File: src/rtl/fir_pkg.sv
// fir_pkg: shared FSM state, sizing helpers and bypass reset coefficients for the FIR blocks
package fir_pkg;

    typedef enum logic [1:0] {IDLE, MAC, OUT} state_t;

    function automatic int clog2(input int v);
        int r = 0;
        while ((1 << r) < v) r++;
        return r;
    endfunction

    // Sized so that TAPS full-scale products can never overflow the accumulator
    function automatic int acc_w(input int dw, input int cw, input int taps);
        return dw + cw + clog2(taps);
    endfunction

    function automatic int rst_coef(input int k);
        return k == 0 ? 1 : 0;
    endfunction

endpackage

File: src/rtl/fir_mac_serial_if.sv
// fir_mac_serial_if: sample/result streams and coefficient write port of the serial FIR
interface fir_mac_serial_if import fir_pkg::*; #(
    parameter int DATA_W = 8,
    parameter int COEF_W = 8,
    parameter int TAPS   = 8,
    parameter int OUT_W  = 8
);
    localparam int AW = clog2(TAPS);

    logic                     in_valid;
    logic                     in_ready;
    logic signed [DATA_W-1:0] in_data;
    logic                     coef_we;
    logic [AW-1:0]            coef_addr;
    logic signed [COEF_W-1:0] coef_wdata;
    logic                     coef_drop;
    logic                     out_valid;
    logic                     out_ready;
    logic signed [OUT_W-1:0]  out_data;
    logic                     out_sat;

    modport master (
        output in_valid, in_data, coef_we, coef_addr, coef_wdata, out_ready,
        input  in_ready, coef_drop, out_valid, out_data, out_sat
    );

    modport slave (
        input  in_valid, in_data, coef_we, coef_addr, coef_wdata, out_ready,
        output in_ready, coef_drop, out_valid, out_data, out_sat
    );

endinterface

File: src/rtl/fir_sat_round.sv
// fir_sat_round: arithmetic shift, optional round-half-up (FIR_ROUND_EN) and saturation to OUT_W
module fir_sat_round #(
    parameter int ACC_W     = 19,
    parameter int OUT_W     = 8,
    parameter int OUT_SHIFT = 0
) (
    input  logic signed [ACC_W-1:0] acc,
    output logic signed [OUT_W-1:0] res,
    output logic                    sat
);
    logic signed [ACC_W:0] adj, shf;

`ifdef FIR_ROUND_EN
    localparam int RS = OUT_SHIFT > 0 ? OUT_SHIFT - 1 : 0;
    localparam logic signed [ACC_W:0] BIAS = OUT_SHIFT > 0 ? (ACC_W+1)'(1) << RS : '0;
`else
    localparam logic signed [ACC_W:0] BIAS = '0;
`endif
    localparam logic signed [ACC_W:0] MAX = (ACC_W+1)'((1 << (OUT_W - 1)) - 1);
    localparam logic signed [ACC_W:0] MIN = ~MAX;

    // One extra bit keeps the rounding bias from wrapping a full-scale accumulator
    always_comb begin
        adj = $signed({acc[ACC_W-1], acc}) + BIAS;
        shf = adj >>> OUT_SHIFT;
        sat = shf > MAX || shf < MIN;
        res = sat ? (shf > MAX ? MAX[OUT_W-1:0] : MIN[OUT_W-1:0]) : shf[OUT_W-1:0];
    end

endmodule

File: src/rtl/fir_mac_serial.sv
// fir_mac_serial: N-tap FIR using one time-multiplexed MAC; rounding selectable via FIR_ROUND_EN
module fir_mac_serial import fir_pkg::*; #(
    parameter int DATA_W    = 8,
    parameter int COEF_W    = 8,
    parameter int TAPS      = 8,
    parameter int OUT_W     = 8,
    parameter int OUT_SHIFT = 0
) (
    input  logic                  clk,
    input  logic                  rst_n,
    fir_mac_serial_if.slave       bus,
    output logic                  busy
);
    localparam int AW    = clog2(TAPS);
    localparam int PW    = DATA_W + COEF_W;
    localparam int ACC_W = acc_w(DATA_W, COEF_W, TAPS);

    state_t state, state_nx;
    logic signed [DATA_W-1:0] x [TAPS];
    logic signed [COEF_W-1:0] h [TAPS];
    logic signed [ACC_W-1:0]  acc, acc_nx;
    logic signed [PW-1:0]     prod;
    logic signed [OUT_W-1:0]  res;
    logic [AW-1:0]            k;
    logic                     sat, last, accept, coef_ok;

    assign last    = k == AW'(TAPS - 1);
    assign accept  = bus.in_valid && state == IDLE;
    assign coef_ok = bus.coef_we && 32'(bus.coef_addr) < TAPS;
    assign prod    = x[k] * h[k];
    assign acc_nx  = acc + ACC_W'(prod);

    always_ff @(posedge clk or negedge rst_n)
        if (!rst_n) state <= IDLE;
        else state <= state_nx;

    always_comb
        state_nx = state == IDLE ? (bus.in_valid ? MAC : IDLE) :
                   state == MAC  ? (last ? OUT : MAC) :
                   bus.out_ready ? IDLE : OUT;

    always_comb begin
        bus.in_ready  = state == IDLE;
        bus.out_valid = state == OUT;
        busy          = state != IDLE;
    end

    // The result is registered from acc_nx on the final MAC edge, so OUT presents it immediately
    always_ff @(posedge clk or negedge rst_n)
        if (!rst_n) begin
            for (int i = 0; i < TAPS; i++) begin
                x[i] <= '0;
                h[i] <= COEF_W'(rst_coef(i));
            end
            acc           <= '0;
            k             <= '0;
            bus.out_data  <= '0;
            bus.out_sat   <= 1'b0;
            bus.coef_drop <= 1'b0;
        end else begin
            bus.coef_drop <= coef_ok && state == MAC;
            if (coef_ok && state != MAC) h[bus.coef_addr] <= bus.coef_wdata;
            if (accept) begin
                x[0] <= bus.in_data;
                for (int i = 1; i < TAPS; i++) x[i] <= x[i-1];
                acc <= '0;
                k   <= '0;
            end
            if (state == MAC) begin
                acc <= acc_nx;
                k   <= last ? '0 : k + 1'b1;
                if (last) begin
                    bus.out_data <= res;
                    bus.out_sat  <= sat;
                end
            end
        end

    fir_sat_round #(.ACC_W(ACC_W), .OUT_W(OUT_W), .OUT_SHIFT(OUT_SHIFT)) u_sat (
        .acc(acc_nx),
        .res(res),
        .sat(sat)
    );

endmodule

File: src/flat_wrapper.sv
// flat-port wrapper written by rule: the top's interface ports become plain ports
module fir_mac_serial_flat import fir_pkg::*;
#(
    parameter int DATA_W    = 8,
    parameter int COEF_W    = 8,
    parameter int TAPS      = 8,
    parameter int OUT_W     = 8,
    parameter int OUT_SHIFT = 0
)
  (clk, rst_n, busy, bus_in_valid, bus_in_data, bus_coef_we, bus_coef_addr, bus_coef_wdata, bus_out_ready, bus_in_ready, bus_coef_drop, bus_out_valid, bus_out_data, bus_out_sat);
  fir_mac_serial_if #(.DATA_W(DATA_W), .COEF_W(COEF_W), .TAPS(TAPS), .OUT_W(OUT_W)) bus_i ();
  input  logic clk;
  input  logic rst_n;
  output logic busy;
  input wire logic [$bits(bus_i.in_valid)-1:0] bus_in_valid;
  input wire logic [$bits(bus_i.in_data)-1:0] bus_in_data;
  input wire logic [$bits(bus_i.coef_we)-1:0] bus_coef_we;
  input wire logic [$bits(bus_i.coef_addr)-1:0] bus_coef_addr;
  input wire logic [$bits(bus_i.coef_wdata)-1:0] bus_coef_wdata;
  input wire logic [$bits(bus_i.out_ready)-1:0] bus_out_ready;
  output wire logic [$bits(bus_i.in_ready)-1:0] bus_in_ready;
  output wire logic [$bits(bus_i.coef_drop)-1:0] bus_coef_drop;
  output wire logic [$bits(bus_i.out_valid)-1:0] bus_out_valid;
  output wire logic [$bits(bus_i.out_data)-1:0] bus_out_data;
  output wire logic [$bits(bus_i.out_sat)-1:0] bus_out_sat;
  assign bus_i.in_valid = bus_in_valid;
  assign bus_i.in_data = bus_in_data;
  assign bus_i.coef_we = bus_coef_we;
  assign bus_i.coef_addr = bus_coef_addr;
  assign bus_i.coef_wdata = bus_coef_wdata;
  assign bus_i.out_ready = bus_out_ready;
  assign bus_in_ready = bus_i.in_ready;
  assign bus_coef_drop = bus_i.coef_drop;
  assign bus_out_valid = bus_i.out_valid;
  assign bus_out_data = bus_i.out_data;
  assign bus_out_sat = bus_i.out_sat;
  fir_mac_serial #(.DATA_W(DATA_W), .COEF_W(COEF_W), .TAPS(TAPS), .OUT_W(OUT_W), .OUT_SHIFT(OUT_SHIFT)) u_core (.clk(clk), .rst_n(rst_n), .bus(bus_i), .busy(busy));
endmodule
File: config.mk
export PLATFORM = sky130hd
export DESIGN_NAME = fir_mac_serial_flat
export DESIGN_NICKNAME = d
export VERILOG_FILES = /design/src/rtl/fir_pkg.sv /design/src/rtl/fir_mac_serial_if.sv /design/src/rtl/fir_sat_round.sv /design/src/rtl/fir_mac_serial.sv /design/src/flat_wrapper.sv
export SDC_FILE = /design/constraint.sdc
export NUM_CORES = 1
export LEC_CHECK = 0
export CORE_ASPECT_RATIO = 0.8
export CORE_MARGIN = 3
export CORE_UTILIZATION = 25
export DETAILED_ROUTE_END_ITERATION = 10
export PLACE_DENSITY = 0.51
export SETUP_SLACK_MARGIN = 0.02
export SLEW_MARGIN = 20
export SYNTH_ARGS = -nofsm -noshare
export SYNTH_HDL_FRONTEND = slang
export SYNTH_SLANG_ARGS = --single-unit
File: constraint.sdc
create_clock -name clk -period 7 [get_ports clk]
set_input_delay 1.05 -clock clk [delete_from_list [all_inputs] [get_ports clk]]
set_output_delay 1.05 -clock clk [all_outputs]
set_load 0.01 [all_outputs]
# Yosys cells after proc, flatten, opt, wreduce, memory -nomap -nowiden
# Cells that the tools add are included.
# totals
register_bits	162
in_bits	24
wordCells	66
# op_classes
n_addsub	2
multipliers	1
order_cmp	5
eq_ne	4
mux	21
n_bitwise	2
n_reduce_logical	9
# ops
cell	count
$bwmux 64	1
$mux 8	7
$bmux 8 s3	2
$mux 19	2
$demux 8 s3	1
$add 19x16->19	1
$gt 19x8->1 const B	1
$lt 19x8->1 const B	1
$mul 8x8->16	1
$mux 3	3
$ge 4x4->1 const B	2
$mux 2	4
$not 3->4	2
$logic_and 1x1->1	4
$lt 4x1->1 const B	1
$reduce_bool 2->1	2
$add 3x1->3 const B	1
$eq 3x3->1 const B	1
$eq 2x1->1 const B	1
$eq 2x2->1 const B	1
$logic_not 2->1	1
$ne 2x1->1 const B	1
$reduce_and 2->1	1
$logic_or 1x1->1	1
$mux 1	1

# Logic depth before layout (Yosys ltp)
# Gate-level depths: netlist of the first run.
# depth
depth_word	9
depth_mapped	24
ltp_nobuf	22

# Cells and area by module
# A second synthesis of the first run with hierarchy kept.
# unflattened
cells_unflattened	964
area_unflattened_um2	10685.2
# modules_own_cells
mod	n_inst	cells_per_inst	area_each_um2	seq_area_each_um2
fir_mac_serial	1	947	10553.9	4055.1
fir_sat_round	1	17	131.4	0.0

# Least setup slack after synthesis of the first run
# Ideal clock, no wire load.
# synth_timing
kind	register to register
start	register u_core.k[0]
end	register u_core.bus.out_data[0]
setup_ns	0.144
t_arrival_ns	7.117
setup_slack_ns	-0.261
path_stages_with_launch	22
n_path_buf	2
cell_sequence	dfrtp_1 -> clkbuf_1 -> buf_2 -> mux4_2 -> mux2_2 -> nor2b_1 -> inv_1 -> fa_1 -> inv_1 -> fa_1 -> fa_1 -> fa_1 -> fa_1 -> ha_1 -> a21o_1 -> a211oi_4 -> a21oi_2 -> o41ai_4 -> xnor2_1 -> or4_4 -> o31ai_4 -> o22ai_1
# synth_between
elab_chain_cells	9
# synth_lines
item	line	source
start, declared	fir_mac_serial.sv:24	logic [AW-1:0] k;
start signal, assigned	fir_mac_serial.sv:71	k <= last ? '0 : k + 1'b1;
$not 3->4 (not written as such)	fir_mac_serial.sv:30	assign prod = x[k] * h[k];
$bmux 8 s3	fir_mac_serial.sv:30	
$mux 8 (not written as such) (2 in series)	fir_mac_serial.sv:30	
$mul 8x8->16	fir_mac_serial.sv:30	
$add 19x16->19	fir_mac_serial.sv:31	assign acc_nx = acc + ACC_W'(prod);
$gt 19x8->1 / $lt 19x8->1 (equally long branches)	fir_sat_round.sv:26, fir_sat_round.sv:27	
$mux 8 / $logic_or 1x1->1 (equally long branches)	fir_sat_round.sv:27, fir_sat_round.sv:26	
$mux 8	fir_sat_round.sv:27	res = sat ? (shf > MAX ? MAX[OUT_W-1:0] : MIN[OUT_W-1:0]) : shf[OUT_W-1:0];
end signal, assigned	fir_mac_serial.sv:73	bus.out_data <= res;
end, declared	fir_mac_serial_if.sv:29	output in_ready, coef_drop, out_valid, out_data, out_sat
# Parallel ways exist; a longest one is shown, timed or not. The select of a mux whose other input is x is not followed.
# A chain may end at the register's enable or synchronous reset.

# Worst setup path after layout of the first run
# Ends and elaborated chain as after synthesis.

==> results of run 1 <==
## layout make-up
class | instances | area, um^2 | share of cell area, %
multi-input cells | 698 | 6350 | 49.0
flip-flops and latches | 162 | 4060 | 31.3
repair buffers | 91 | 887 | 6.85
well taps | 552 | 691 | 5.34
clock buffers | 18 | 439 | 3.39
inverters | 100 | 375 | 2.90
clock inverters | 13 | 144 | 1.11
diodes | 1 | 2.50 | 0.0193
## per-stage QoR
step	setup TNS, ns	hold slack, ns
4_1_cts	0	0.480
5_1_grt	-0.0885	0.506
3_3_place_gp	0	0.456
2_1_floorplan	0	0.441
6_report	0	0.479
3_5_place_dp	0	0.462
## worst max-delay path, stage by stage (launching register included)
cell	delay [ns]
dfrtp_2	0.52
buf_6	0.15
clkbuf_16	0.16
mux4_2	0.54
mux2i_4	0.25
nor2_2	0.08
fa_1	0.52
inv_1	0.06
fa_1	0.48
inv_1	0.06
fa_1	0.56
fa_1	0.43
fa_1	0.54
ha_4	0.21
a21o_1	0.18
a211oi_4	0.26
a21oi_2	0.12
o41ai_4	0.38
xnor2_2	0.13
or4_4	0.56
o31ai_4	0.40
o22ai_1	0.13
## cells in the final DEF, fill, tap and decap left out, types with 4 or more instances in the layout
cell	n
nand2_1	231
dfrtp_1	160
inv_1	97
fa_1	81
mux2_2	65
nor2_1	53
buf_4	44
ha_1	39
clkdlybuf4s50_1	35
mux4_2	32
o21ai_0	26
nand3_1	19
clkbuf_16	19
nand2b_1	14
a21oi_1	9
mux2i_1	7
o31ai_1	7
xnor2_1	7
o22ai_1	6
nor2b_1	5
ha_2	5
inv_6	5
buf_6	5
buf_12	5
mux2i_4	4
nor2_2	4
a21o_1	4
a31oi_1	4
xor2_1	4
## kinds of logic after synthesis
family          synth area share (%)
fa+ha+maj                       21.1
mux                             15.2
buf+inv                         4.84
xor+xnor                        1.20
flops                           38.0
compound gates                  5.49
simple gates                    14.1
## synthesized netlist by cell type (15+ instances only)
master	number	share of area, %
fa_1	84	16
nand2_1	232	8.2
ha_1	46	5.4
nand3_1	19	0.89
o21ai_0	28	1.3
dfrtp_1	161	38
inv_1	100	3.5
nor2_1	57	2.0
mux4_2	32	6.8
clkbuf_1	32	1.1
mux2_2	68	7.2
nand2b_1	15	0.88
## worst paths after layout
path | to | slack, ns | cells after the start
worst max register to register | u_core.bus.out_data[0]$_DFFE_PN0P_ | 0.17 | 21
min in group asynchronous | u_core.state[0]$_DFF_PN0_ | 0.70 | 1
worst min register to register | u_core.x[1]$_DFFE_PN0P_ | 0.48 | 2
max in group asynchronous | u_core.k[0]$_DFFE_PN0P_ | 4.73 | 2
worst max-delay path | u_core.bus.out_data[0]$_DFFE_PN0P_ | 0.17 | 21
worst min-delay path | u_core.x[1]$_DFFE_PN0P_ | 0.48 | 2
## flip-flops by register name, summed over array words and instances (netlist names)
register              flops
u_core.acc               19
u_core.bus.coef_drop      1
u_core.bus.out_data       8
u_core.bus.out_sat        1
u_core.h                 64
u_core.k                  3
u_core.state              2
u_core.x                 64
## layer usage
layer	wire, um	up-vias
met5	0	-
met4	201	0
met3	972	17
met2	11600	119
met1	12700	3674
li1	-	3453
## repair_timing
item	CTS	global route
buffers inserted	0	15
endpoints found under the setup margin	0	8
resized for setup	0	54
hold buffers	0	0
==> run_results.csv, run 1 <==
group,metric,value,unit
clocking,cts_made_buffers,17,
min_path,worstHoldStart,"u_core.x[1]$_DFFE_PN0P_",
die,num_io_pins,37,
grt,grt_use_met2,17.5,%
grt,grt_usage,11.5,%
worst_setup_path,path_class,"flop to flop",
synthesis,synth_seq_area_share,38.0,%
sta,slew_violations,0,
route,drt_iter0_drc,533,
grt,busiest_layer,"met2",
route,vias_per_cell,4.44,
die,initial_core_util,25.4,%
clocking,clock-root-buffer,"clkbuf_16",
sta,setup_ws,0.171,ns
grt,grt_pass1_wl,41200,um
placement,post-place-ws,0.142,ns
worst_setup_path,crit_required,7.30,ns
die,die_y,191,um
grt,use_met1,16.7,%
route,route.vias.total,7263,
sta,setup_viol,0,
sta,fmax,0.146,GHz
route,drt_pass1_iterations,5,
die,num_rows,67,
clocking,cts_sinks,162,
worst_setup_path,cp_max_fo,8,
worst_setup_path,critPathArrivalTime,7.13,ns
sta,finalClockSkew,0.00895,ns
die,die_w,237,um
synthesis,syn_area,0.0107,mm^2
grt,grt_antenna_before_repair,1,
route,wl,25500,um
layout,fin_nets,1224,
job,maxCapViolations,0,
synthesis,synth_edf_count,0,
worst_setup_path,r2r_start,"u_core.k[0]$_DFFE_PN0P_",
sta,hold_viol_final,0,
clocking,insertion_delay,0.43,ns
die,die-area,0.0452,mm^2
status,status,"complete, no violations",
placement,gp_congestion,0.822,
layout,finalInstanceArea,0.0129,mm^2
sta,relSlewSlack,38.0,%
sta,final.min_clock_period,6.83,ns
route,wl_per_cell,15.6,um
die,core-area,0.0420,mm^2
placement,placed_cell_area,0.0120,mm^2
synthesis,async_flop_share,100,%
route,postRouteAntennaNets,0,
placement,dpl.hpwl,18200,um
layout,drive_gt1_share,22.5,%
synthesis,yosysWarnings,0,
sta,finalCritPeriodShare,97.6,%
layout,area_growth,21.2,%
layout,final_cells,1635,
synthesis,syn_nets,1151,
clocking,clkTransAtPathRegs,0.07,ns
layout,fin_util,30.8,%
sta,worst_pin_slew,0.927,ns
grt,grt_overflow_total,0,
clocking,clockBufferDepth,2,
clocking,cts_tree,"built",
synthesis,syn_inst,997,
clocking,htreeDepth,4,
synthesis,ys_types,55,
min_path,hold_class,"flop to flop",
worst_setup_path,crit_start,"u_core.k[0]$_DFFE_PN0P_",
placement,dp_cells,1586,
synthesis,synth-main-ff-cell,"dfrtp_1",
placement,portBuffers,36,
grt,grtUsageMet3,2.52,%
route,drc_errors,0,
layout,fillers,4260,
synthesis,synth_seq_cells,162,
grt,grt_pass1_vias,7389,
worst_setup_path,startpoint_type,"flop",
grt,grt_start_max_net_pins,96,
worst_setup_path,end_kind,"flop",
synthesis,avgSynthCellArea,10.7,um^2
Power of run 1 is not shown: default switching activity piles up to over one toggle a cycle in this logic, so the estimate is an artifact.
==> run 2, diff against run 1 <==
==> constraint.sdc (replaced) <==
create_clock -name clk -period 5.7 [get_ports clk]
set_input_delay 0.855 -clock clk [delete_from_list [all_inputs] [get_ports clk]]
set_output_delay 0.855 -clock clk [all_outputs]
set_load 0.01 [all_outputs]
==> run_results.csv, run 2 (same netlist as run 1, synthesis figures left out) <==
group,metric,value,unit
clocking,clock-root-buffer,"clkbuf_16",
worst_setup_path,startpoint_type,"flop",
layout,fin_nets,1354,
layout,layout_common_cells,"nand2_1 (227), buf_4 (161), dfrtp_1 (159), inv_1 (93), fa_1 (81)",
sta,finalCritPeriodShare,115,%
die,initial_core_util,25.4,%
clocking,clkTransAtPathRegs,0.07,ns
clocking,cts_sinks,162,
worst_setup_path,worst_path_most_repeated_cell,"fa_1",
die,die_w,237,um
worst_setup_path,cp_max_fo,8,
grt,grt_antenna_before_repair,1,
layout,n_antenna_cell,0,
route,postRouteAntennaNets,0,
layout,area_growth,34.6,%
worst_setup_path,worst-path-buf-inv,5,
grt,grt_pass1_wl,43700,um
min_path,hold_class,"input port to async pin",
grt,grt_pass1_vias,8030,
clocking,hold_buffers,0,
worst_setup_path,max_stage_delay,0.55,ns
worst_setup_path,path_class,"flop to flop",
die,core-area,0.0420,mm^2
worst_setup_path,crit_required,6.02,ns
job,maxCapViolations,0,
clocking,clockBufferDepth,2,
sta,relSlewSlack,32.9,%
die,die-area,0.0452,mm^2
sta,final.min_clock_period,6.56,ns
layout,drive_gt1_share,34.5,%
route,wl,26400,um
die,die_y,191,um
sta,setup_viol,16,
route,drc_errors,0,
route,drt_pass1_iterations,5,
sta,finalClockSkew,0.0153,ns
clocking,insertion_delay,0.45,ns
worst_setup_path,end_kind,"flop",
worst_setup_path,critPathArrivalTime,6.89,ns
status,status,"complete, but fails checks",
sta,setup_ws,-0.862,ns
layout,final_common_cell,"nand2_1",
status,violations,"setup timing",
placement,gp_congestion,0.811,
grt,grt_start_max_net_pins,70,
placement,portBuffers,36,
placement,dp_cells,1702,
die,num_io_pins,37,
clocking,htreeDepth,4,
sta,slew_violations,0,
clocking,cts_tree,"built",
sta,fmax,0.152,GHz
worst_setup_path,path_cells,"buf_12 -> buf_16 -> mux4_2 -> mux2i_4 -> nand2b_4 -> fa_1 -> fa_1 -> inv_1 -> fa_1 -> fa_1 -> fa_1 -> ha_4 -> a21o_1 -> a211oi_4 -> buf_6 -> a21oi_4 -> o41ai_4 -> xnor2_1 -> or4_4 -> o31ai_4 -> buf_6 -> o22ai_1",
die,num_rows,67,
worst_setup_path,cp_top_family,"adder cells",
grt,grt_overflow_total,0,
layout,fillers,4202,
clocking,cts_made_buffers,17,
layout,largestRegisters,"u_core.h (64), u_core.x (64), u_core.acc (19)",
sta,worst_pin_slew,1.00,ns
layout,final_cells,1765,
placement,dpl.hpwl,18800,um
route,drt_iter0_drc,437,
route,vias_per_cell,4.37,
grt,grt_usage,12.3,%
worst_setup_path,cpMaxStageDelayCell,"fa_1",
sta,rsz0062_at_grt,"true",
sta,hold_viol_final,0,
route,route.vias.total,7708,
route,wl_per_cell,15.0,um
[run 2: final timing paths]
check                                                      to  slack (ns)  depth (start not counted)               startpoint
setup / recovery           u_core.bus.out_data[2]$_DFFE_PN0P_       -0.86                         22  u_core.k[0]$_DFFE_PN0P_
hold / removal                       u_core.x[27]$_DFFE_PN0P_        0.40                          1                    rst_n
setup reg to reg           u_core.bus.out_data[2]$_DFFE_PN0P_       -0.86                         22  u_core.k[0]$_DFFE_PN0P_
hold reg to reg                       u_core.x[0]$_DFFE_PN0P_        0.47                          2  u_core.x[0]$_DFFE_PN0P_
max in group asynchronous             u_core.h[7]$_DFFE_PN0P_        4.10                          2                    rst_n
min in group clk                      u_core.x[0]$_DFFE_PN0P_        0.47                          2  u_core.x[0]$_DFFE_PN0P_
[run 2: routing by layer]
| metal | wire, um | vias up | track usage, % | part of all wire, % |
|---|---|---|---|---|
| li1 | - | 3705 | - | - |
| met1 | 14000 | 3877 | 18.8 | 53 |
| met2 | 11000 | 102 | 17.4 | 42 |
| met3 | 1140 | 22 | 2.98 | 4.3 |
| met4 | 272 | 2 | 2.67 | 1.0 |
| met5 | 8 | - | 0 | 0.030 |
[run 2: worst reg2reg max path, stage by stage, from the launching register on]
cell and delay, ns:
dfrtp_2 0.46, buf_12 0.14, buf_16 0.14, mux4_2 0.53, mux2i_4 0.29, nand2b_4 0.20
fa_1 0.43, fa_1 0.55, inv_1 0.05, fa_1 0.49, fa_1 0.43, fa_1 0.54
ha_4 0.22, a21o_1 0.18, a211oi_4 0.27, buf_6 0.16, a21oi_4 0.06, o41ai_4 0.24
xnor2_1 0.13, or4_4 0.51, o31ai_4 0.19, buf_6 0.16, o22ai_1 0.08
[run 2: area by class of cell]
class | count | area [um^2] | share of cell area (%)
timing repair buffer | 221 | 1960 | 13.7
sequential | 162 | 4060 | 28.2
clock inverter | 14 | 148 | 1.03
clock buffer | 18 | 439 | 3.06
multi-input combinational | 698 | 6690 | 46.6
tap | 552 | 691 | 4.81
inverter | 100 | 375 | 2.61
[run 2: what timing repair did]
action                                  CTS  global route
hold endpoints to repair                  0             0
gates resized for setup                  26            71
pin swaps                                17            28
cloned                                    1             0
buffers inserted                         13            19
endpoints found under the setup margin   18            19
[run 2: stage by stage]
stage                     utilization, %  area (um^2)  setup slack (ns)  hold slack, ns  TNS, ns
after floorplan                        -        10900            -0.682           0.441    -5.55
after global routing                34.2        14400             -1.13           0.435   -13.76
after CTS                           33.1        13900            -0.940           0.399   -10.80
after global placement              31.1        13000             -1.03           0.454   -11.48
final                               34.2        14400            -0.862           0.399    -9.67
after detailed placement            31.1        13000             -1.06           0.458   -11.56
Power of run 2 is left out for the same reason.
